File: config.mk
export PLATFORM = sky130hd
export DESIGN_NAME = cook_timer_ctrl_flat
export DESIGN_NICKNAME = d
export VERILOG_FILES = /design/src/rtl/cook_pkg.sv /design/src/rtl/cook_timer_ctrl_if.sv /design/src/rtl/bcd_entry_buf.sv /design/src/rtl/cook_timer_ctrl.sv /design/src/flat_wrapper.sv
export SDC_FILE = /design/constraint.sdc
export NUM_CORES = 1
export LEC_CHECK = 0
export BUFFER_PORTS_ARGS = -buffer_cell sky130_fd_sc_hd__buf_2
export CAP_MARGIN = 20
export CORE_ASPECT_RATIO = 1.1
export CORE_MARGIN = 2
export CORE_UTILIZATION = 31
export CTS_BUF_LIST = sky130_fd_sc_hd__clkbuf_2 sky130_fd_sc_hd__clkbuf_4 sky130_fd_sc_hd__clkbuf_8
export DETAILED_ROUTE_END_ITERATION = 8
export PLACE_DENSITY_LB_ADDON = 0.12
export SLEW_MARGIN = 20
export SYNTH_ARGS = -nofsm -noshare
export SYNTH_HDL_FRONTEND = slang
export SYNTH_SLANG_ARGS = --single-unit
File: constraint.sdc
create_clock -name clock -period 3.6 [get_ports clock]
set_input_delay 0.72 -clock clock [delete_from_list [all_inputs] [get_ports clock]]
set_output_delay 0.72 -clock clock [all_outputs]
set_load 0.05 [all_outputs]
File: src/rtl/cook_pkg.sv
// Shared types and constants for the microwave cook timer controller.
package cook_pkg;

  localparam int unsigned BCD_W        = 4;
  localparam int unsigned MMSS_W       = 4 * BCD_W;
  localparam logic [3:0]  MAX_SEC_TENS = 4'd5;
  localparam logic [3:0]  MAX_BCD      = 4'd9;

  typedef logic [BCD_W-1:0] bcd_t;

  typedef struct packed {
    bcd_t min_tens;
    bcd_t min_units;
    bcd_t sec_tens;
    bcd_t sec_units;
  } mmss_t;

  typedef enum logic [2:0] {
    ST_IDLE,
    ST_ENTRY,
    ST_LOAD,
    ST_RUN,
    ST_PAUSED,
    ST_DONE
  } cook_state_e;

endpackage

File: src/rtl/cook_timer_ctrl_if.sv
// Keypad/door/counter-chain signal bundle for the cook timer controller.
interface cook_timer_ctrl_if;
  import cook_pkg::*;

  logic  tick;
  logic  key_valid;
  bcd_t  key_digit;
  logic  start;
  logic  stop;
  logic  door_closed;
  mmss_t digits;

  mmss_t preset;
  logic  cnt_load_n;
  logic  cnt_clear_n;
  logic  count_en;
  logic  magnetron_on;
  logic  beep;
  logic  done;
  logic  entry_err;

  modport master (
    output tick, key_valid, key_digit, start, stop, door_closed, digits,
    input  preset, cnt_load_n, cnt_clear_n, count_en, magnetron_on, beep, done, entry_err
  );

  modport slave (
    input  tick, key_valid, key_digit, start, stop, door_closed, digits,
    output preset, cnt_load_n, cnt_clear_n, count_en, magnetron_on, beep, done, entry_err
  );

endinterface

File: src/rtl/bcd_entry_buf.sv
// Four-digit BCD keypad entry shift register with digit and MM:SS validity checks.
module bcd_entry_buf
  import cook_pkg::*;
#(
  parameter logic [7:0] QUICK_SECS = 8'h30
) (
  input  logic  clock,
  input  logic  clear,
  input  logic  flush,
  input  logic  quick_load,
  input  logic  shift,
  input  bcd_t  key_digit,
  output mmss_t preset,
  output logic  digit_ok_c,
  output logic  zero_c,
  output logic  sec_ok_c
);

  logic [MMSS_W-1:0] shifted;

  assign shifted    = {preset[MMSS_W-BCD_W-1:0], key_digit};
  assign digit_ok_c = (key_digit <= MAX_BCD);
  assign zero_c     = (preset == mmss_t'('0));
  assign sec_ok_c   = (preset.sec_tens <= MAX_SEC_TENS);

  // Flush wins over quick-start preset, which wins over a new digit.
  always_ff @(posedge clock) begin
    if (clear || flush) begin
      preset <= mmss_t'('0);
    end else if (quick_load) begin
      preset <= mmss_t'({8'h00, QUICK_SECS});
    end else if (shift) begin
      preset <= mmss_t'(shifted);
    end
  end

endmodule

File: src/rtl/cook_timer_ctrl.sv
// Cook timer sequencing FSM: entry, load, countdown gating, pause and end-of-cook.
// Define COOK_BEEP_EN to hold the end-of-cook beep for BEEP_TICKS seconds.
module cook_timer_ctrl
  import cook_pkg::*;
#(
  parameter logic [7:0] QUICK_SECS = 8'h30
`ifdef COOK_BEEP_EN
  , parameter int unsigned BEEP_TICKS = 3
`endif
) (
  input  logic              clock,
  input  logic              clear,
  cook_timer_ctrl_if.slave  bus
);

  cook_state_e state_q, state_d;

  logic key_shift_c, quick_load_c, flush_c;
  logic digit_ok_c, zero_c, sec_ok_c;
  logic digits_zero_c, door_open_c, key_ok_c;

  logic cnt_load_n_d, cnt_clear_n_d, count_en_d, magnetron_on_d, done_d, entry_err_d;

`ifdef COOK_BEEP_EN
  localparam int unsigned BEEP_CNT_W = 4;
  logic [BEEP_CNT_W-1:0] beep_cnt_q, beep_cnt_d;
  logic                  beep_d;
`endif

  bcd_entry_buf #(.QUICK_SECS(QUICK_SECS)) u_entry (
    .clock      (clock),
    .clear      (clear),
    .flush      (flush_c),
    .quick_load (quick_load_c),
    .shift      (key_shift_c),
    .key_digit  (bus.key_digit),
    .preset     (bus.preset),
    .digit_ok_c (digit_ok_c),
    .zero_c     (zero_c),
    .sec_ok_c   (sec_ok_c)
  );

  assign digits_zero_c = (bus.digits == mmss_t'('0));
  assign door_open_c   = !bus.door_closed;
  assign key_ok_c      = bus.key_valid && digit_ok_c;

  // Next state and next output values; priority door > stop > start > key > tick.
  always_comb begin
    state_d       = state_q;
    key_shift_c   = 1'b0;
    quick_load_c  = 1'b0;
    flush_c       = 1'b0;
    cnt_clear_n_d = 1'b1;
    count_en_d    = 1'b0;
    done_d        = 1'b0;
    entry_err_d   = 1'b0;
`ifdef COOK_BEEP_EN
    beep_cnt_d    = beep_cnt_q;
`endif

    case (state_q)
      ST_IDLE: begin
        if (bus.start && bus.door_closed) begin
          quick_load_c = 1'b1;
          state_d      = ST_LOAD;
        end else if (key_ok_c) begin
          key_shift_c = 1'b1;
          state_d     = ST_ENTRY;
        end
      end
      ST_ENTRY: begin
        if (bus.stop) begin
          flush_c       = 1'b1;
          cnt_clear_n_d = 1'b0;
          state_d       = ST_IDLE;
        end else if (bus.start) begin
          if (bus.door_closed && !zero_c && sec_ok_c) begin
            state_d = ST_LOAD;
          end else begin
            entry_err_d = 1'b1;
          end
        end else if (key_ok_c) begin
          key_shift_c = 1'b1;
        end
      end
      ST_LOAD: begin
        state_d = ST_RUN;
      end
      ST_RUN: begin
        if (door_open_c || bus.stop) begin
          state_d = ST_PAUSED;
        end else if (digits_zero_c) begin
          state_d = ST_DONE;
          done_d  = 1'b1;
`ifdef COOK_BEEP_EN
          beep_cnt_d = '0;
`endif
        end else if (bus.tick) begin
          count_en_d = 1'b1;
        end
      end
      ST_PAUSED: begin
        if (bus.stop) begin
          flush_c       = 1'b1;
          cnt_clear_n_d = 1'b0;
          state_d       = ST_IDLE;
        end else if (bus.start && bus.door_closed) begin
          state_d = ST_RUN;
        end
      end
      ST_DONE: begin
`ifdef COOK_BEEP_EN
        if (door_open_c || bus.stop) begin
          flush_c = 1'b1;
          state_d = ST_IDLE;
        end else if (bus.tick) begin
          if (beep_cnt_q == BEEP_CNT_W'(BEEP_TICKS - 1)) begin
            flush_c = 1'b1;
            state_d = ST_IDLE;
          end else begin
            beep_cnt_d = beep_cnt_q + BEEP_CNT_W'(1);
          end
        end
`else
        flush_c = 1'b1;
        state_d = ST_IDLE;
`endif
      end
      default: begin
        state_d = ST_IDLE;
      end
    endcase

    cnt_load_n_d   = (state_d != ST_LOAD);
    magnetron_on_d = (state_d == ST_RUN);
`ifdef COOK_BEEP_EN
    beep_d         = (state_d == ST_DONE);
`endif
  end

  // State and registered outputs.
  always_ff @(posedge clock) begin
    if (clear) begin
      state_q          <= ST_IDLE;
      bus.cnt_load_n   <= 1'b1;
      bus.cnt_clear_n  <= 1'b0;
      bus.count_en     <= 1'b0;
      bus.magnetron_on <= 1'b0;
      bus.done         <= 1'b0;
      bus.entry_err    <= 1'b0;
    end else begin
      state_q          <= state_d;
      bus.cnt_load_n   <= cnt_load_n_d;
      bus.cnt_clear_n  <= cnt_clear_n_d;
      bus.count_en     <= count_en_d;
      bus.magnetron_on <= magnetron_on_d;
      bus.done         <= done_d;
      bus.entry_err    <= entry_err_d;
    end
  end

`ifdef COOK_BEEP_EN
  always_ff @(posedge clock) begin
    if (clear) begin
      beep_cnt_q <= '0;
      bus.beep   <= 1'b0;
    end else begin
      beep_cnt_q <= beep_cnt_d;
      bus.beep   <= beep_d;
    end
  end
`else
  always_ff @(posedge clock) begin
    bus.beep <= 1'b0;
  end
`endif

endmodule
File: src/flat_wrapper.sv
// flat-port wrapper written by rule: the top's interface ports become plain ports
module cook_timer_ctrl_flat import cook_pkg::*;
#(
  parameter logic [7:0] QUICK_SECS = 8'h30

)
  (clock, clear, bus_tick, bus_key_valid, bus_key_digit, bus_start, bus_stop, bus_door_closed, bus_digits, bus_preset, bus_cnt_load_n, bus_cnt_clear_n, bus_count_en, bus_magnetron_on, bus_beep, bus_done, bus_entry_err);
  cook_timer_ctrl_if bus_i ();
  input  logic clock;
  input  logic clear;
  input wire logic [$bits(bus_i.tick)-1:0] bus_tick;
  input wire logic [$bits(bus_i.key_valid)-1:0] bus_key_valid;
  input wire logic [$bits(bus_i.key_digit)-1:0] bus_key_digit;
  input wire logic [$bits(bus_i.start)-1:0] bus_start;
  input wire logic [$bits(bus_i.stop)-1:0] bus_stop;
  input wire logic [$bits(bus_i.door_closed)-1:0] bus_door_closed;
  input wire logic [$bits(bus_i.digits)-1:0] bus_digits;
  output wire logic [$bits(bus_i.preset)-1:0] bus_preset;
  output wire logic [$bits(bus_i.cnt_load_n)-1:0] bus_cnt_load_n;
  output wire logic [$bits(bus_i.cnt_clear_n)-1:0] bus_cnt_clear_n;
  output wire logic [$bits(bus_i.count_en)-1:0] bus_count_en;
  output wire logic [$bits(bus_i.magnetron_on)-1:0] bus_magnetron_on;
  output wire logic [$bits(bus_i.beep)-1:0] bus_beep;
  output wire logic [$bits(bus_i.done)-1:0] bus_done;
  output wire logic [$bits(bus_i.entry_err)-1:0] bus_entry_err;
  assign bus_i.tick = bus_tick;
  assign bus_i.key_valid = bus_key_valid;
  assign bus_i.key_digit = bus_key_digit;
  assign bus_i.start = bus_start;
  assign bus_i.stop = bus_stop;
  assign bus_i.door_closed = bus_door_closed;
  assign bus_i.digits = bus_digits;
  assign bus_preset = bus_i.preset;
  assign bus_cnt_load_n = bus_i.cnt_load_n;
  assign bus_cnt_clear_n = bus_i.cnt_clear_n;
  assign bus_count_en = bus_i.count_en;
  assign bus_magnetron_on = bus_i.magnetron_on;
  assign bus_beep = bus_i.beep;
  assign bus_done = bus_i.done;
  assign bus_entry_err = bus_i.entry_err;
  cook_timer_ctrl #(.QUICK_SECS(QUICK_SECS)) u_core (.clock(clock), .clear(clear), .bus(bus_i));
endmodule
==> results.yml, run 1 <==
floorplanning:
  die_w_um: 63.4
  die_area_sq_mm: 0.00440
  start_util_pct: 32.7
  core_sq_mm: 0.00368
  fp-row-count: 23
  io_pins: 50
  die_h_um: 69.4
critical_path:
  cpPeakStageDelay_ps: 640
  cp-start-kind: "input pin"
  cpMaxStageDelayCell: "or2_0"
  r2r_start: "u_core.state_q[0]"
  cp_data_required_time_ps: 3730
  arrival_ps: 2090
  end_kind: "flip-flop"
  r2r_cells: 4
  path_max_fanout: 14
  r2r_end: "u_core.u_entry.preset[9]"
  cp_cell_sequence: "buf_2 -> nand2_1 -> nor3_1 -> or2_0 -> nor2_1"
  critPathKind: "in2reg"
  reg2reg_setup_slack_ps: 1640
flow_run:
  cap_violations: 0
final_layout:
  fin_area_sq_mm: 0.00150
  syn_to_final_growth_pct: 24.3
  layout.nets: 201
  finish.utilization_pct: 40.6
  drive_gt1_share_pct: 32.9
  antenna_cells: 0
sta:
  tns_ps: 0
  finalCritPeriodShare_pct: 54.6
  rsz0062_at_grt: "false"
  worst_pin_slew_ps: 746
  period_needed_ps: 1970
  fmax_mhz: 509
  skew_ps: 2.67
  hold_viol_final: 0
  finalSetupViolCount: 0
  whs_ps: 526
  maxSlewViolCount: 0
  max-slew-margin-rel_pct: 50.2
cts:
  numCtsBuffers: 3
  clk_latency_ps: 260
  postCtsSetupRepairBufs: 0
  htreeDepth: 1
  cts_buffer_depth: 2
  hold_buffers: 0
  clock-root-buffer: "clkbuf_8"
  ctsResizeCount: 0
  clk_pin_slew_worst_paths_ps: 80
  tritoncts: "done"
  numClockSinks: 25
synthesis:
  synth_area_leaders: "dfxtp_1 42%, mux2i_1 12%, nor2_1 6.5%"
  synth_warnings: 0
  ys_seq_area_share_pct: 41.6
  synthFlopType: "dfxtp_1"
  syn_nets: 158
  async_flop_share_pct: 0
  ys_ff_latch: 25
  ys_types: 41
  yosys.area.top_type: "dfxtp_1"
  synth.cell_area_sq_mm: 0.00120
  synth_edf_count: 0
  postSynthCellCount: 131
  synth_top_area_share_pct: 41.6
  synth.avg_cell_area_sq_um: 9.19
placed_design:
  io_buffers: 48
  gp_congestion: 0.870
  dp_hpwl_um: 2180
  placed_cell_area_sq_mm: 0.00144
worst_hold_path:
  hp-class: "reg2reg"
  hold_start: "u_core.u_entry.preset[12]"
  min_path_cells: 2
  min_to: "u_core.u_entry.preset[12]"
global_routing:
  track_usage_pct: 12.7
  grt_max_degree: 19
  grt_pass1_wl_um: 4480
  antenna_found_initial: 0
  grt_pass1_vias: 995
  grt_remaining_overflow: 0
power_and_ir_drop:
  seq_power_share_pct: 49.4
  p_clk_share_pct: 27.7
  leakage_nw: 0.743
  power.switching_w: 0.000189
  p_sw_share_pct: 30.7
  p_total_w: 0.000616
  ir_drop_uv: 184
  power.internal_w: 0.000427
  combPwrFrac_pct: 22.9
  p_per_area_mw_per_mm2: 412
routing:
  drt-wirelength-per-cell_um: 12.5
  wl_um: 2800
  firstDrtPassIters: 4
  drc_errors: 0
  detail-route-antenna-nets: 0
  vias_per_cell: 5.07
  vias: 1130
  drt_iter0_drc: 40
outcome:
  status: "completed"
[area by class of cell]
type                            instances  area (sq um)
Fill cell                             411          2190
Multi-Input combinational cell         93           626
Sequential cell                        25           500
Timing Repair Buffer                   49           251
Tap cell                               50          62.6
Clock buffer                            4          48.8
Inverter                                2          7.51
[stage by stage]
step                      worst slack, ps  std cells
after floorplan                      1680        131
after global placement               1280        218
after detailed placement             1230        218
after CTS                            1510        222
after global routing                 1450        223
final                                1630        223
[registers in the layout, summed over array words and instances (netlist names)]
signal and count:
u_core.u_entry.preset 16, u_core.state_q 3, u_core.bus.cnt_clear_n 1, u_core.bus.cnt_load_n 1, u_core.bus.count_en 1, u_core.bus.done 1
u_core.bus.entry_err 1, u_core.bus.magnetron_on 1
[cell families after synthesis]
family | share of synthesized area [%]
AND/OR/NAND/NOR | 23.6
flip-flops | 41.6
AO/OA/AOI/OAI | 14.2
multiplexers | 11.6
buffers and inverters | 6.96
adder cells (fa/ha/maj) | 0.935
other | 0.312
XOR/XNOR | 0.728
[cells in the mapped netlist, drive strengths merged (3+ instances only)]
cell type / count
buf: 9
dfxtp: 25
a21oi: 3
nand2: 3
mux2i: 14
a211oi: 4
nor3b: 3
nor2b: 3
nor4: 9
nor2: 21
[cell usage in the layout (no fill, tap or decap), types with 2 or more instances in the layout]
cell and instances:
buf_2 48, dfxtp_1 25, nor2_1 21, mux2i_1 14, nor4_1 9, a211oi_1 4, nand2_1 3, a21oi_1 3
nor2b_1 3, nor3b_1 3, clkbuf_8 3, inv_1 2, nor3_1 2, o21ai_0 2, o21a_1 2, and3_1 2
o31ai_1 2, nand3b_1 2
[critical path: cells and delay by family]
kind / cells / cell delay (ps)
buffers and inverters: 1 / 160
and+or+nand+nor: 4 / 1220
[routing by layer]
layer | global-route usage [%] | part of all wire [%]
met1 | 14.5 | 43
met2 | 22.7 | 51
met3 | 2.76 | 4.9
met4 | 5.07 | 1.6
met5 | 0 | 0
[power by group through the flow]
stage | Clock [W] | Sequential (W) | Combinational [W]
2_1_floorplan | 0 | 0.000336 | 0.0000833
3_3_place_gp | 0 | 0.000311 | 0.000140
3_5_place_dp | 0 | 0.000310 | 0.000141
4_1_cts | 0.000176 | 0.000304 | 0.000141
5_1_grt | 0.000191 | 0.000307 | 0.000153
6_report | 0.000170 | 0.000304 | 0.000141
[worst max path at each step]
stage                            from                        end  slack [ps]  cells after the start
floorplan                    bus_stop   u_core.u_entry.preset[6]        1680                      7
global placement     bus_key_digit[1]  u_core.u_entry.preset[15]        1280                      5
detailed placement   bus_key_digit[1]  u_core.u_entry.preset[11]        1230                      5
CTS                  bus_key_digit[1]   u_core.u_entry.preset[9]        1510                      5
global route        u_core.state_q[0]   u_core.u_entry.preset[7]        1450                      4
finish                bus_door_closed   u_core.u_entry.preset[9]        1630                      5
Note: power is estimated with default switching activity, not from simulation.
==> run 2, diff against run 1 <==
==> constraint.sdc (replaced) <==
create_clock -name clock -period 1.7 [get_ports clock]
set_input_delay 0.34 -clock clock [delete_from_list [all_inputs] [get_ports clock]]
set_output_delay 0.34 -clock clock [all_outputs]
set_load 0.05 [all_outputs]
==> run 2 against run 1 <==
Net effect:
- combinational power rose by 120%
- total power rose by 110%
- core utilization rose by 0.88 points
- die area did not move
- hold slack got worse by 230 ps
- wire length rose by 3.8%
- clock power rose by 110%
- sequential share of layout area fell by 0.63 points
- final cell count rose by 1.8%
- global-route usage rose by 1.5 points
- design area rose by 2.2%
- critical path type is now reg2reg
- highest routed layer unchanged
==> results.yml, run 2 (synthesis results as in run 1) <==
routing:
  firstDrtPassIters: 4
  wirelength_met1_um: 1260
  vias_per_cell: 4.97
  vias: 1128
  top_layer: "met4"
  drt_iter0_drc: 43
  detail-route-antenna-nets: 0
  dr_wl_met2_um: 1510
  route.met3.wl_um: 108
  drt-wirelength-per-cell_um: 12.8
  drc_errors: 0
  wl_um: 2900
critical_path:
  r2r_start: "u_core.state_q[2]"
  cp_data_required_time_ps: 1900
  arrival_ps: 1710
  path_max_fanout: 14
  r2r_cells: 5
  critPathKind: "reg2reg"
  r2r_end: "u_core.u_entry.preset[10]"
  end_kind: "flip-flop"
  startpoint: "u_core.state_q[2]"
  cp-start-kind: "flip-flop"
  reg2reg_setup_slack_ps: 190
sta:
  hold_viol_final: 0
  maxSlewViolCount: 0
  rsz0062_at_grt: "false"
  tns_ps: 0
  finalCritPeriodShare_pct: 88.8
  whs_ps: 299
  finalSetupViolCount: 0
  skew_ps: 3.97
  period_needed_ps: 1510
  fmax_mhz: 662
final_layout:
  final_common_cell: "buf_2"
  syn_to_final_growth_pct: 27.0
  antenna_cells: 0
  layout.nets: 205
  final_cell_mix: "48 x buf_2, 24 x dfxtp_1, 21 x nor2_1"
  regMostFlops: "u_core.u_entry.preset"
  finish.utilization_pct: 41.5
  finalNonFillerCells: 227
  drive_gt1_share_pct: 35.6
  reg_top3: "u_core.u_entry.preset (16), u_core.state_q (3)"
  largest_reg_flops: 16
cts:
  clock-root-buffer: "clkbuf_8"
  hold_buffers: 0
  tritoncts: "done"
  clk_pin_slew_worst_paths_ps: 90
  clk_latency_ps: 260
  htreeDepth: 1
  cts_buffer_depth: 2
  numClockSinks: 25
  numCtsBuffers: 3
power_and_ir_drop:
  ir_drop_uv: 314
  p_total_w: 0.00132
  p_per_area_mw_per_mm2: 861
  leakage_nw: 0.762
floorplanning:
  die_h_um: 69.4
  start_util_pct: 32.7
  die_w_um: 63.4
  die_area_sq_mm: 0.00440
  core_sq_mm: 0.00368
  fp-row-count: 23
  io_pins: 50
placed_design:
  io_buffers: 48
  post-place-cells: 223
  gp_congestion: 0.879
  dp_hpwl_um: 2260
global_routing:
  grt_remaining_overflow: 0
  grt_max_degree: 19
  antenna_found_initial: 0
  grt_pass1_wl_um: 5040
  grt_pass1_vias: 1122
  track_usage_pct: 14.3
worst_hold_path:
  hp-class: "in2reg"
  min_path_cells: 2
  hold_start: "bus_tick"
  min_to: "u_core.bus.count_en"
flow_run:
  cap_violations: 0
outcome:
  status: "completed"
[run 2: cell types whose count changed in the layout (fill, tap and decap cells not counted), sizes merged]
cell | previous run | this run
buf | 49 | 53
[run 2: worst max-delay path, stage by stage (launching register included)]
cell     delay, ps
dfxtp_1        400
maj3_2         330
a21o_1         200
or2_0          220
buf_4          180
nor2_1         110
[run 2: layout make-up]
class,count,area (sq um)
Tap cell,50,62.6
Fill cell,410,2150
Timing Repair Buffer,53,278
Sequential cell,25,502
Clock buffer,4,48.8
Inverter,2,7.51
Multi-Input combinational cell,93,631
[run 2: per-stage QoR]
stage,cell area [sq um],worst slack [ps]
floorplan,1200,157
global placement,1470,137
detailed placement,1470,95.8
CTS,1520,81.1
global route,1530,63.3
finish,1530,190
[run 2: report_power, final]
part | leakage (nW) | switching (W) | internal [W]
registers | 0.203 | 0.0000289 | 0.000612
logic | 0.533 | 0.000197 | 0.000117
clock network | 0.0262 | 0.000180 | 0.000183
total | 0.762 | 0.000405 | 0.000912
[run 2: what timing repair did]
action | in CTS | in global routing
buffers inserted | 0 | 0
hold endpoints to repair | 0 | 0
setup endpoints to repair | 0 | 15
resized for setup | 0 | 2
[run 2: worst max-delay path by stage]
stage | endpoint | slack (ps) | cells past startpoint
2_1_floorplan | u_core.u_entry.preset[6] | 160 | 7
3_3_place_gp | u_core.u_entry.preset[7] | 140 | 6
3_5_place_dp | u_core.u_entry.preset[10] | 100 | 5
4_1_cts | u_core.u_entry.preset[10] | 80 | 5
5_1_grt | u_core.u_entry.preset[4] | 60 | 5
6_report | u_core.u_entry.preset[10] | 190 | 5
[run 2: routing by layer]
metal | up-vias | GRT usage, %
met2 | 20 | 25.5
met1 | 536 | 16.4
met5 | - | 0
li1 | 570 | -
met4 | 0 | 5.80
met3 | 2 | 2.76
